File: config.mk
export PLATFORM = sky130hd
export DESIGN_NAME = pipeline_ctrl
export DESIGN_NICKNAME = d
export VERILOG_FILES = /design/src/rtl/lc3b_types.sv /design/src/rtl/sat_counter.sv /design/src/rtl/pipeline_ctrl.sv
export SDC_FILE = /design/constraint.sdc
export NUM_CORES = 1
export LEC_CHECK = 0
export CAP_MARGIN = 20
export CORE_UTILIZATION = 40
export DETAILED_ROUTE_END_ITERATION = 8
export PLACE_DENSITY = 0.84
export SYNTH_ARGS = -nofsm -noshare
export SYNTH_HDL_FRONTEND = slang
export SYNTH_SLANG_ARGS = --single-unit
File: constraint.sdc
create_clock -name clk -period 1.4 [get_ports clk]
set_input_delay 0.28 -clock clk [delete_from_list [all_inputs] [get_ports clk]]
set_output_delay 0.28 -clock clk [all_outputs]
set_load 0.005 [all_outputs]
File: src/rtl/lc3b_types.sv
// lc3b_types: shared LC-3b pipeline type definitions
package lc3b_types;
  typedef enum logic [1:0] {RUN, IND, HOLD} lc3b_pipe_state_t;
endpackage

File: src/rtl/sat_counter.sv
// sat_counter: counter that sticks at all-ones; clear wins over increment
module sat_counter #(
  parameter int W = 16
) (
  input  logic         clk,
  input  logic         clear,
  input  logic         inc,
  output logic [W-1:0] count
);
  always_ff @(posedge clk)
    if (clear) count <= '0;
    else if (inc && count != '1) count <= count + 1'b1;
endmodule

File: src/rtl/pipeline_ctrl.sv
// pipeline_ctrl: stall/flush control for the five-stage pipeline, with
// indirect (two-access) data sequencing and a saturating stall counter
module pipeline_ctrl
  import lc3b_types::*;
#(
  parameter int STALL_CNT_W = 16
) (
  input  logic                   clk,
  input  logic                   reset,
  input  logic                   imem_resp,
  input  logic                   dmem_req,
  input  logic                   dmem_indirect,
  input  logic                   dmem_resp,
  input  logic                   load_use,
  input  logic                   br_taken,
  input  logic                   perf_clear,
  output logic                   load_pc,
  output logic                   load_ifid,
  output logic                   load_idex,
  output logic                   load_exmem,
  output logic                   load_memwb,
  output logic                   flush_ifid,
  output logic                   flush_idex,
  output logic                   flush_exmem,
  output logic                   dmem_go,
  output logic                   dmem_phase,
  output logic [STALL_CNT_W-1:0] stall_count
);
  lc3b_pipe_state_t state, state_next;
  logic if_busy, mem_busy, advance, run;
  always_ff @(posedge clk) state <= !reset ? RUN : state_next;
  always_comb begin
    if_busy = !imem_resp;
    mem_busy = (state == RUN && dmem_req && !(dmem_resp && !dmem_indirect)) ||
               (state == IND && !dmem_resp);
    advance = !if_busy && !mem_busy;
    run = reset && advance;
    state_next = state == RUN ? (dmem_req && dmem_resp ? (dmem_indirect ? IND : if_busy ? HOLD : RUN) : RUN)
               : state == IND ? (dmem_resp ? (if_busy ? HOLD : RUN) : IND)
               : (if_busy ? HOLD : RUN);
    // a load-use hazard holds PC and IF/ID and bubbles ID/EX, unless a taken branch flushes it anyway
    load_pc = run && (br_taken || !load_use);
    load_ifid = run && (br_taken || !load_use);
    load_idex = run;
    load_exmem = run;
    load_memwb = run;
    flush_ifid = run && br_taken;
    flush_idex = run && (br_taken || load_use);
    flush_exmem = run && br_taken;
    dmem_go = reset && dmem_req && state != HOLD;
    dmem_phase = reset && state == IND;
  end
  sat_counter #(.W(STALL_CNT_W)) u_stall_cnt (
    .clk  (clk),
    .clear(perf_clear || !reset),
    .inc  (!advance),
    .count(stall_count)
  );
endmodule

# Word level (Yosys, flattened, before mapping)
# Cells that the tools add are included.
[classes]
eq_ne = 3
mux = 6
n_addsub = 1
reduce_logical = 26
[op_table]
columns = ["operator", "n"]
rows = [
  ["adder 16 x 1 -> 16 bit, second input constant", 1],
  ["inequality test 16 bit, second input constant", 1],
  ["logical AND 1 bit", 14],
  ["two-way mux 2 bit", 6],
  ["zero test 1 bit", 7],
  ["logical OR 1 bit", 4],
  ["equality test 2 x 1 -> 1 bit, second input constant", 1],
  ["zero test 2 bit", 1],
  ["inequality test 2 bit, second input constant", 1],
]
[word_totals]
ff_bits = 18
inputBits = 9
output_inout_bits = 26
word_cells = 38

# Logic depth before layout (Yosys ltp)
# Gate-level depths: netlist (run 1).
[depth]
ltp_word = 9
mapped_depth = 6
mapped_depth_nobuf = 6

# Hierarchy
# Synthesis (run 1) repeated with hierarchy kept, for this count alone.
[hier_totals]
hier_cells = 129
hier_area_um2 = 1066.0
[by_module_without_submodules]
columns = ["module", "seq_area_each_um2", "cells_each", "area_each_um2", "instances"]
rows = [
  ["sat_counter", 320.3, 99, 848.3, 1],
  ["pipeline_ctrl", 40.0, 30, 217.7, 1],
]

# Worst setup path after synthesis (run 1)
# No wires, ideal clock.
[synth_path]
path_kind = "reg-to-reg"
from = "register u_stall_cnt.count[0]"
to = "register u_stall_cnt.count[10]"
setup_ns = 0.128
setup_slack_ns = -0.140
required_ns = 1.272
period_less_slack_ns = 1.540
arrival_time_ns = 1.412
stages_incl_launch_ff = 7
n_path_buf = 0
cell_sequence = "dfxtp_1 > ha_1 > inv_1 > a221o_1 > nor4_2 > xnor2_1 > nor2_1"
[synth_between]
elab_chain_len = 2
elab_cells_between_ends = 3
classes_between = "add/sub: 1; eq/ne: 1; reduce/logical: 1"
[synth_rtl]
columns = ["item", "line", "rtl"]
rows = [
  ["start, declared", "sat_counter.sv:8", "output logic [W-1:0] count"],
  ["start signal, assigned", "sat_counter.sv:12", "else if (inc && count != '1) count <= count + 1'b1;"],
  ["parallel branches: the longest is 2 deep, another holds adder 16 x 1 -> 16 bit", "-", ""],
]
# Parallel ways; which one is timed is not known.
# A chain may end at the register's enable or synchronous reset.

# Worst setup path after layout (run 1)
[layout_path]
from = "register state[0]"
to = "output load_pc"
[layout_between]
elab_chain_len = 8
elab_cells_between_ends = 10
classes_between = "eq/ne: 1; reduce/logical: 9"
[layout_rtl]
columns = ["item", "line", "rtl"]
rows = [
  ["start, declared", "pipeline_ctrl.sv:29", "lc3b_pipe_state_t state, state_next;"],
  ["start signal, assigned", "pipeline_ctrl.sv:31", "always_ff @(posedge clk) state <= !reset ? RUN : state_next;"],
  ["zero test 2 bit", "pipeline_ctrl.sv:34", "mem_busy = (state == RUN && dmem_req && !(dmem_resp && !dmem_indirect)) ||"],
  ["logical AND 1 bit (2 in a row)", "pipeline_ctrl.sv:34", ""],
  ["logical OR 1 bit *", "pipeline_ctrl.sv:34", ""],
  ["zero test 1 bit *", "pipeline_ctrl.sv:36", "advance = !if_busy && !mem_busy;"],
  ["logical AND 1 bit *", "pipeline_ctrl.sv:36", ""],
  ["logical AND 1 bit *", "pipeline_ctrl.sv:37", "run = reset && advance;"],
  ["logical AND 1 bit *", "pipeline_ctrl.sv:42", "load_pc = run && (br_taken || !load_use);"],
  ["end, declared", "pipeline_ctrl.sv:17", "output logic load_pc,"],
]
# Every way passes the cells marked *; elsewhere a longest branch is shown, timed or not.

==> results of run 1 <==
-- logic make-up after synthesis --
kind of cell | after synthesis
compound gates | 24
xor+xnor | 10
fa+ha+maj | 1
buf+inv | 14
flops | 18
simple gates | 57
-- cell usage in the layout, fill, tap and decap left out, types with 3 or more instances in the layout --
master	Yosys	routed
nand2_1	10	8
a21oi_2	0	4
buf_6	0	8
nand4_1	5	5
nor2_1	15	12
clkbuf_4	0	3
inv_1	7	6
nand3_1	4	3
buf_4	4	36
xnor2_1	7	6
and2_1	3	3
buf_2	0	10
clkdlybuf4s50_1	0	3
dfxtp_2	0	15
and4_1	4	3
dlygate4sd2_1	0	21
-- state kept, by name, summed over array words and instances (netlist names) --
name / flops
u_stall_cnt.count: 16
state: 2
-- critical path: cells and delay by family, from the launching register on --
kind / cells / cell delay [ns]
buf+inv: 2 / 0.27
compound gates: 2 / 0.16
simple gates: 3 / 0.34
flops: 1 / 0.38
-- power by group --
group / total, mW / internal, mW / switching [mW]
sequential: 0.519 / 0.514 / 0.00517
clock: 0.262 / 0.0999 / 0.162
combinational: 0.203 / 0.110 / 0.0935
-- layout make-up --
class | count | area share
timing repair buffer | 78 | 0.3305
clock buffer | 3 | 0.01192
inverter | 7 | 0.01391
multi-input combinational | 92 | 0.4205
sequential | 18 | 0.2046
tap | 28 | 0.01854
-- routing by layer --
layer	share of wire	vias up	wire length, microns
li1	-	586	-
met1	0.39	583	1386
met2	0.55	44	1965
met3	0.044	6	158
met4	0.020	0	72
met5	0	-	0
-- through the flow --
stage	hold WS (ns)	utilization	worst slack [ns]	power [mW]	instance area, sq um
global placement	0.5541	0.7134	-0.7041	0.6979	1654
CTS	0.4563	0.7663	-0.3121	0.9698	1777
finish	0.4812	0.8149	-0.3095	0.9846	1889
global route	0.4718	0.8149	-0.3793	1.024	1889
floorplan	0.3561	-	-0.1008	0.5996	1092
detailed placement	0.5735	0.7134	-0.7663	0.7033	1654
-- worst max-delay path by stage --
stage | startpoint | to | slack, ns
3_3_place_gp | dmem_req | load_pc | -0.70
4_1_cts | state[0]$_SDFF_PN0_ | load_pc | -0.31
2_1_floorplan | u_stall_cnt.count[13]$_SDFFE_PP0P_ | u_stall_cnt.count[5]$_SDFFE_PP0P_ | -0.10
5_1_grt | state[0]$_SDFF_PN0_ | load_pc | -0.38
6_report | state[0]$_SDFF_PN0_ | load_pc | -0.31
3_5_place_dp | dmem_req | flush_ifid | -0.77
-- what timing repair did --
| action | in CTS | in global routing |
|---|---|---|
| buffers inserted | 9 | 3 |
| pin swaps | 20 | 16 |
| endpoints found under the setup margin | 41 | 25 |
| resized for setup | 99 | 18 |
| endpoints found under the hold margin | 0 | 0 |
==> flow_summary.json, run 1 <==
{
  "status": "finished, violations left",
  "violations": "setup timing",
  "cts.sinks": 18,
  "holdPathStages": 3,
  "synth_top_area_frac": 0.3508,
  "synth_cell_types": 37,
  "synth-seq-cells": 18,
  "syn_to_final_growth_pct": 83.92,
  "clk_latency_ns": 0.29,
  "crit_fanout": 4,
  "vias": 1219,
  "drtPass1Iterations": 4,
  "place_congestion": 0.8695,
  "drive_gt1_frac": 0.5455,
  "busiest_layer": "met2",
  "synth_cells": 124,
  "required_ns": 1.12,
  "startpoint_type": "flop",
  "synthesis.nets": 134,
  "initial_core_util": 0.4431,
  "via_per_inst": 5.394,
  "cp.arrival_ns": 1.43,
  "met1_usage": 0.2711,
  "grt_pass1_wl_mm": 5.299,
  "ys.warnings.count": 0,
  "drc_errors": 0,
  "r2r_setup_slack_ns": -0.26,
  "r2r_start": "state[0]$_SDFF_PN0_",
  "setup_viol": 23,
  "wl_mm": 3.581,
  "rr_endpoint": "u_stall_cnt.count[6]$_SDFFE_PP0P_",
  "max_cap_viol_count": 0,
  "synth_top_family_by_area": "simple AND/OR/NAND/NOR gates",
  "met3_usage": 0.04348,
  "first_global_vias": 1245,
  "cts_hold_buffers": 0,
  "endpoint_kind": "output port",
  "rsz0062_at_grt": "true",
  "ys_seq_area_frac": 0.3508,
  "setup_slack_ns": -0.3095,
  "rows": 17,
  "multi_input_area_sq_um": 794.5,
  "synth.largest_area_cell": "dfxtp_1",
  "synthMuxAreaShare": 0,
  "cpPeakStageDelay_ns": 0.38,
  "grtUsageTotal": 0.2692,
  "clkTransAtPathRegs_ns": 0.10,
  "ant_nets": 0,
  "worstHoldStart": "imem_resp",
  "fin_tns_setup_ns": -4.431,
  "num_antenna_cells": 0,
  "yosys.area_share.adder": 0.01218,
  "cts_root_buf": "clkbuf_4",
  "ys_top_cells_by_area": "dfxtp_1 (35%), xnor2_1 (6.0%), nor2_1 (5.5%)",
  "relSlewSlack": 0.7904,
  "place_inst": 212,
  "cts-buffers-inserted": 3,
  "clock_path_buffers": 2,
  "use_met2": 0.5401,
  "port_buffers": 34,
  "nFillCells": 154,
  "syn-cell-area_sq_um": 1027,
  "syn_avg_cell_area_sq_um": 8.284,
  "synth_common_cells": "dfxtp_1 (18), nor2_1 (15), nand2_1 (10)",
  "cellPowerDensity_nw_per_um2": 521.1,
  "yosysMostFrequentCell": "dfxtp_1",
  "holdPathEnd": "state[1]$_SDFF_PN0_",
  "crit_type": "flop to output port",
  "die_area_sq_um": 2775,
  "grt-ovfl-total": 0,
  "p_leak_nw": 0.8527,
  "die_y_microns": 52.68,
  "htree_levels": 1,
  "synth-compound-area-share": 0.1742,
  "vdd_drop_max_v": 0.0007295,
  "fmax_mhz": 585.0,
  "regArea_sq_um": 386.6,
  "finalMaxSlewViolations": 0,
  "cpMaxStageDelayCell": "dfxtp_4",
  "grt_antenna_before_repair": 0,
  "fin_skew_ns": 0.007639,
  "finalNetCount": 210,
  "core_sq_um": 2318,
  "die_x_microns": 52.68,
  "final_cell_count_no_fill": 226,
  "grt_max_degree": 11,
  "drt_iter0_markers": 19,
  "synth-simple-area-share": 0.3106,
  "hold_viol_final": 0,
  "place_hpwl_mm": 2.272,
  "period_share": 1.221,
  "routedWlPerCell_microns": 15.85,
  "io_pins": 35,
  "cts_tree": "done",
  "ff2ff_path_depth": 6,
  "hp-class": "input pin to flop",
  "async_reset_ff_frac": 0,
  "synth_enable_flop_cells": 0,
  "crit_path_cell_trace": "nand2b_4 -> a21oi_2 -> nor2_1 -> nand2_2 -> buf_6 -> a21oi_4 -> buf_2",
  "fin_crit_ns": 1.710,
  "synthFlopType": "dfxtp_1",
  "yosys.area_share.xor_xnor": 0.08526,
  "worstMarginPinSlew_ns": 0.3144
}
No activity file was read; power rests on OpenSTA's default activity.
==> run 2, diff against run 1 <==
--- a/config.mk
+++ b/config.mk
@@ -7,7 +7,9 @@
 export LEC_CHECK = 0
 export CAP_MARGIN = 20
 export CORE_UTILIZATION = 40
+export CTS_CLUSTER_DIAMETER = 80
 export DETAILED_ROUTE_END_ITERATION = 8
+export MAX_ROUTING_LAYER = met4
 export PLACE_DENSITY = 0.84
 export SYNTH_ARGS = -nofsm -noshare
 export SYNTH_HDL_FRONTEND = slang
==> run 2 against run 1 <==
Hold slack better by 0.0017 ns. Clock power hardly changed. The run still ends with setup timing left. Routed wire length fell by 0.22%. Combinational power about the same. Fmax is essentially flat. Cell area did not move. First-iteration DRC count up 5.3%. Critical path depth unchanged. Non-clock buffer count stayed put. Highest routed layer unchanged.
==> flow_summary.json, run 2 (synthesis results as in run 1) <==
{
  "status": "finished, violations left",
  "violations": "setup timing",
  "via_per_inst": 5.398,
  "rows": 17,
  "rsz0062_at_grt": "true",
  "relSlewSlack": 0.7880,
  "total_power_mw": 0.9841,
  "setup_viol": 23,
  "endpoint_kind": "output port",
  "startpoint_type": "flop",
  "vias": 1220,
  "core_sq_um": 2318,
  "place_hpwl_mm": 2.272,
  "die_y_microns": 52.68,
  "final_cell_mix": "buf_4 (36), dlygate4sd2_1 (21), dfxtp_2 (15)",
  "htree_levels": 1,
  "fin_tns_setup_ns": -4.436,
  "crit_fanout": 4,
  "use_met2": 0.5380,
  "hold_viol_final": 0,
  "fin_crit_ns": 1.710,
  "grt-ovfl-total": 0,
  "fin_skew_ns": 0.006741,
  "routedWlPerCell_microns": 15.81,
  "largest_register_ffs": 16,
  "hold_ws_ns": 0.4829,
  "crit_type": "flop to output port",
  "cts_tree": "done",
  "cts_hold_buffers": 0,
  "wl_mm": 3.573,
  "finalMaxSlewViolations": 0,
  "drc_errors": 0,
  "crit_path_cell_trace": "nand2b_4 -> a21oi_2 -> nor2_1 -> nand2_2 -> buf_6 -> a21oi_4 -> buf_2",
  "top_register": "u_stall_cnt.count",
  "grtUsageTotal": 0.2768,
  "cpMaxStageDelayCell": "dfxtp_4",
  "clock_path_buffers": 2,
  "syn_to_final_growth_pct": 83.92,
  "cp.arrival_ns": 1.43,
  "vdd_drop_max_v": 0.0007299,
  "post-place-ws_ns": -0.7663,
  "setup_slack_ns": -0.3098,
  "die_x_microns": 52.68,
  "num_antenna_cells": 0,
  "grt_antenna_before_repair": 0,
  "path_delay_family": "flip-flops",
  "met1_usage": 0.2746,
  "drtPass1Iterations": 4,
  "io_pins": 35,
  "drt_iter0_markers": 20,
  "drive_gt1_frac": 0.5455,
  "clkTransAtPathRegs_ns": 0.10,
  "port_buffers": 34,
  "met3_usage": 0.04348,
  "period_share": 1.221,
  "finalNetCount": 210,
  "die_area_sq_um": 2775,
  "hp-class": "input pin to flop",
  "worstMarginPinSlew_ns": 0.3180,
  "clk_latency_ns": 0.29,
  "ant_nets": 0,
  "fmax_mhz": 584.9,
  "path_buf_inv": 2,
  "cpPeakStageDelay_ns": 0.38,
  "first_global_vias": 1244,
  "max_cap_viol_count": 0,
  "cellPowerDensity_nw_per_um2": 520.9,
  "p_leak_nw": 0.8527,
  "initial_core_util": 0.4431,
  "busiest_layer": "met2",
  "cts.sinks": 18,
  "cts_root_buf": "clkbuf_4",
  "place_congestion": 0.8836,
  "grt_max_degree": 11,
  "fin_util": 0.8149,
  "grt_pass1_wl_mm": 5.306,
  "final_common_cell": "buf_4",
  "largestRegisters": "u_stall_cnt.count x16, state x2",
  "required_ns": 1.12,
  "cts-buffers-inserted": 3
}
[run 2: cell counts in the layout (fill, tap and decap cells not counted)]
Identical to the previous run, type by type.
[run 2: worst min-delay path: cells and delay by family]
| kind | cells | cell delay [ns] |
|---|---|---|
| simple gates | 1 | 0.05 |
| buf+inv | 2 | 0.41 |
[run 2: repair_timing]
action | in CTS | in global routing
pin swaps | 20 | 16
resized for setup | 99 | 18
setup buffers | 9 | 3
setup endpoints to repair | 41 | 25
[run 2: cell type report]
type,instances,area [sq um]
fillers,154,429.2
inverters,7,26.28
repair buffers,78,624.3
multi-input cells,92,794.5
flip-flops and latches,18,386.6
clock buffers,3,22.52
well taps,28,35.03
[run 2: path summary, 6_finish.rpt]
| kind | end | depth (start not counted) | slack (ns) | startpoint |
|---|---|---|---|---|
| worst max-delay path | load_pc | 7 | -0.31 | state[0]$_SDFF_PN0_ |
| worst min-delay path | state[1]$_SDFF_PN0_ | 3 | 0.48 | imem_resp |
| worst max register to register | u_stall_cnt.count[6]$_SDFFE_PP0P_ | 6 | -0.26 | state[0]$_SDFF_PN0_ |
| worst min register to register | u_stall_cnt.count[11]$_SDFFE_PP0P_ | 3 | 0.62 | u_stall_cnt.count[11]$_SDFFE_PP0P_ |
[run 2: metal layers]
| layer | share of wire | vias to the layer above |
|---|---|---|
| li1 | - | 586 |
| met1 | 0.37 | 581 |
| met2 | 0.55 | 45 |
| met3 | 0.052 | 8 |
| met4 | 0.027 | 0 |
| met5 | 0 | - |
[run 2: metrics by stage]
stage,cells,area [sq um]
global placement,212,1654
finish,226,1889
global route,226,1889
floorplan,124,1092
CTS,223,1777
detailed placement,212,1654
[run 2: report_power, final]
group / leakage (nW) / internal (mW) / switching (mW)
registers: 0.154 / 0.514 / 0.00515
logic: 0.684 / 0.110 / 0.0938
clock network: 0.0138 / 0.0999 / 0.161
==> run 3, diff against run 2 <==
--- a/config.mk
+++ b/config.mk
@@ -6,11 +6,12 @@
 export NUM_CORES = 1
 export LEC_CHECK = 0
 export CAP_MARGIN = 20
-export CORE_UTILIZATION = 40
+export CORE_UTILIZATION = 38
 export CTS_CLUSTER_DIAMETER = 80
 export DETAILED_ROUTE_END_ITERATION = 8
 export MAX_ROUTING_LAYER = met4
-export PLACE_DENSITY = 0.84
+export PLACE_DENSITY = 0.8
+export RECOVER_POWER = 50
 export SYNTH_ARGS = -nofsm -noshare
 export SYNTH_HDL_FRONTEND = slang
 export SYNTH_SLANG_ARGS = --single-unit
==> run 3 against run 2 <==
Critical path depth stayed put. Count of clock-buffer cells in the layout is 1 higher. Critical path type is now input pin to output port. Die area is 5.1% higher. Routed wire length is 1.2% higher. The flow still finishes with violations (setup timing). Combinational power hardly changed. Global-route usage is 1.2 points lower. Sequential power hardly changed. Sequential share of layout area is 0.23 points lower.
==> flow_summary.json, run 3 (synthesis results as in run 1) <==
{
  "intPower_mw": 0.7808,
  "violations": "setup timing",
  "endpoint_kind": "output port",
  "startpoint_type": "input pin",
  "p_leak_nw": 0.8354,
  "startpoint": "dmem_resp",
  "rsz0062_at_grt": "true",
  "nFillCells": 199,
  "final_cell_mix": "buf_4 (38), dlygate4sd2_1 (19), nor2_1 (12)",
  "hold_viol_final": 0,
  "cts_root_buf": "clkbuf_4",
  "num_antenna_cells": 0,
  "grt_antenna_before_repair": 0,
  "routedWlPerCell_microns": 15.72,
  "place_hpwl_mm": 2.319,
  "setup_viol": 23,
  "fin_skew_ns": 0.003986,
  "rr_endpoint": "u_stall_cnt.count[11]$_SDFFE_PP0P_",
  "setup_slack_ns": -0.3474,
  "max_cap_viol_count": 0,
  "drc_errors": 0,
  "ff2ff_path_depth": 6,
  "cts_tree": "done",
  "largest_register_ffs": 16,
  "cts.sinks": 18,
  "die_area_sq_um": 2915,
  "vdd_drop_max_v": 0.0007056,
  "crit_end": "load_ifid",
  "ant_nets": 0,
  "largestRegisters": "u_stall_cnt.count x16, state x2",
  "crit_type": "input pin to output port",
  "core_sq_um": 2522,
  "fin_util": 0.7500,
  "required_ns": 1.12,
  "rows": 18,
  "initial_core_util": 0.4072,
  "top_register": "u_stall_cnt.count",
  "wl_mm": 3.615,
  "fmax_mhz": 572.3,
  "grt_pass1_wl_mm": 5.292,
  "period_share": 1.248,
  "cpPeakStageDelay_ns": 0.53,
  "io_pins": 35,
  "p_switching_mw": 0.2841,
  "total_power_mw": 1.065,
  "clock_power_share": 0.325,
  "place_congestion": 0.8130,
  "design_area_sq_um": 1892,
  "clk_latency_ns": 0.31,
  "r2r_setup_slack_ns": -0.24,
  "grt-ovfl-total": 0,
  "grtUsageTotal": 0.2644,
  "via_per_inst": 5.470,
  "final_common_cell": "buf_4",
  "relSlewSlack": 0.8209,
  "htree_levels": 1,
  "crit_fanout": 3,
  "combPwrFrac": 0.188,
  "die_y_microns": 53.99,
  "drive_gt1_frac": 0.5250,
  "cellPowerDensity_nw_per_um2": 562.9,
  "first_global_vias": 1242,
  "cpMaxStageDelayCell": "clkdlybuf4s50_1",
  "dpl_cell_area_sq_um": 1687,
  "port_buffers": 34,
  "hold_ws_ns": 0.5583,
  "finalNetCount": 211,
  "die_x_microns": 53.99,
  "status": "finished, violations left",
  "hp-class": "input pin to flop",
  "worstMarginPinSlew_ns": 0.2686,
  "grt_max_degree": 11,
  "swShare": 0.2668,
  "clkTransAtPathRegs_ns": 0.11,
  "fin_crit_ns": 1.747,
  "syn_to_final_growth_pct": 84.17,
  "drtPass1Iterations": 4,
  "vias": 1258,
  "crit_path_cell_trace": "clkdlybuf4s50_1 -> a21oi_2 -> nor2_1 -> nand2_2 -> buf_6 -> a21oi_4 -> buf_2",
  "finalMaxSlewViolations": 0,
  "clock_path_buffers": 2,
  "pwr-share-seq": 0.487,
  "r2r_start": "state[1]$_SDFF_PN0_",
  "cp.arrival_ns": 1.47,
  "drt_iter0_markers": 23,
  "fin_tns_setup_ns": -5.062,
  "cts-buffers-inserted": 3
}
==> run 3: cell types whose count changed in the layout (fill, tap and decap cells not counted), sizes merged <==
cell,before,now
buf,54,55
dlygate4sd2,21,19
clkdlybuf4s50,3,5
clkbuf,3,4
==> run 3: how the worst min path moves through the flow <==
| stage | start | end | slack (ns) | depth (start not counted) |
|---|---|---|---|---|
| floorplan | imem_resp | state[1]$_SDFF_PN0_ | 0.36 | 1 |
| global placement | u_stall_cnt.count[4]$_SDFFE_PP0P_ | u_stall_cnt.count[4]$_SDFFE_PP0P_ | 0.58 | 3 |
| detailed placement | u_stall_cnt.count[6]$_SDFFE_PP0P_ | u_stall_cnt.count[6]$_SDFFE_PP0P_ | 0.59 | 2 |
| CTS | reset | state[1]$_SDFF_PN0_ | 0.56 | 3 |
| global route | reset | state[1]$_SDFF_PN0_ | 0.57 | 3 |
| finish | reset | state[1]$_SDFF_PN0_ | 0.56 | 3 |
==> run 3: metal layers <==
| metal | wire [microns] | vias to the layer above | global-route usage |
|---|---|---|---|
| met5 | 0 | - | - |
| met4 | 91 | 0 | 0.1795 |
| met3 | 169 | 9 | 0.04520 |
| met2 | 1924 | 47 | 0.4835 |
| li1 | - | 593 | - |
| met1 | 1430 | 609 | 0.2492 |
==> run 3: stage by stage <==
step                      instances  setup WS [ns]
after global placement          218        -0.7039
after detailed placement        218        -0.7612
after floorplan                 124        -0.1008
final                           230        -0.3474
after CTS                       228        -0.3480
after global routing            230        -0.4229
==> run 3: critical path, delay by kind of cell <==
kind | cells | cell delay (ns)
AOI/OAI and AO/OA | 2 | 0.18
buffers and inverters | 3 | 0.79
and+or+nand+nor | 2 | 0.20
==> run 3: timing repair <==
item,4_1_cts,5_1_grt
resized for setup,99,18
endpoints found under the setup margin,41,26
hold buffers,0,0
pin swaps,13,13
buffers inserted,7,2
==> run 3: power by group through the flow <==
stage | clock (mW) | sequential (mW) | combinational, mW
after detailed placement | 0 | 0.534 | 0.176
after global routing | 0.372 | 0.519 | 0.215
after CTS | 0.348 | 0.519 | 0.184
final | 0.346 | 0.518 | 0.201
after global placement | 0 | 0.534 | 0.171
after floorplan | 0 | 0.536 | 0.0635
==> run 3: final cells by class <==
type                    count  area, sq um  share of cell area
repair buffers             79        643.1              0.3399
clock buffers               4        36.28             0.01918
inverters                   7        28.78             0.01521
multi-input cells          92        763.2              0.4034
flip-flops and latches     18        382.9              0.2024
well taps                  30        37.54             0.01984
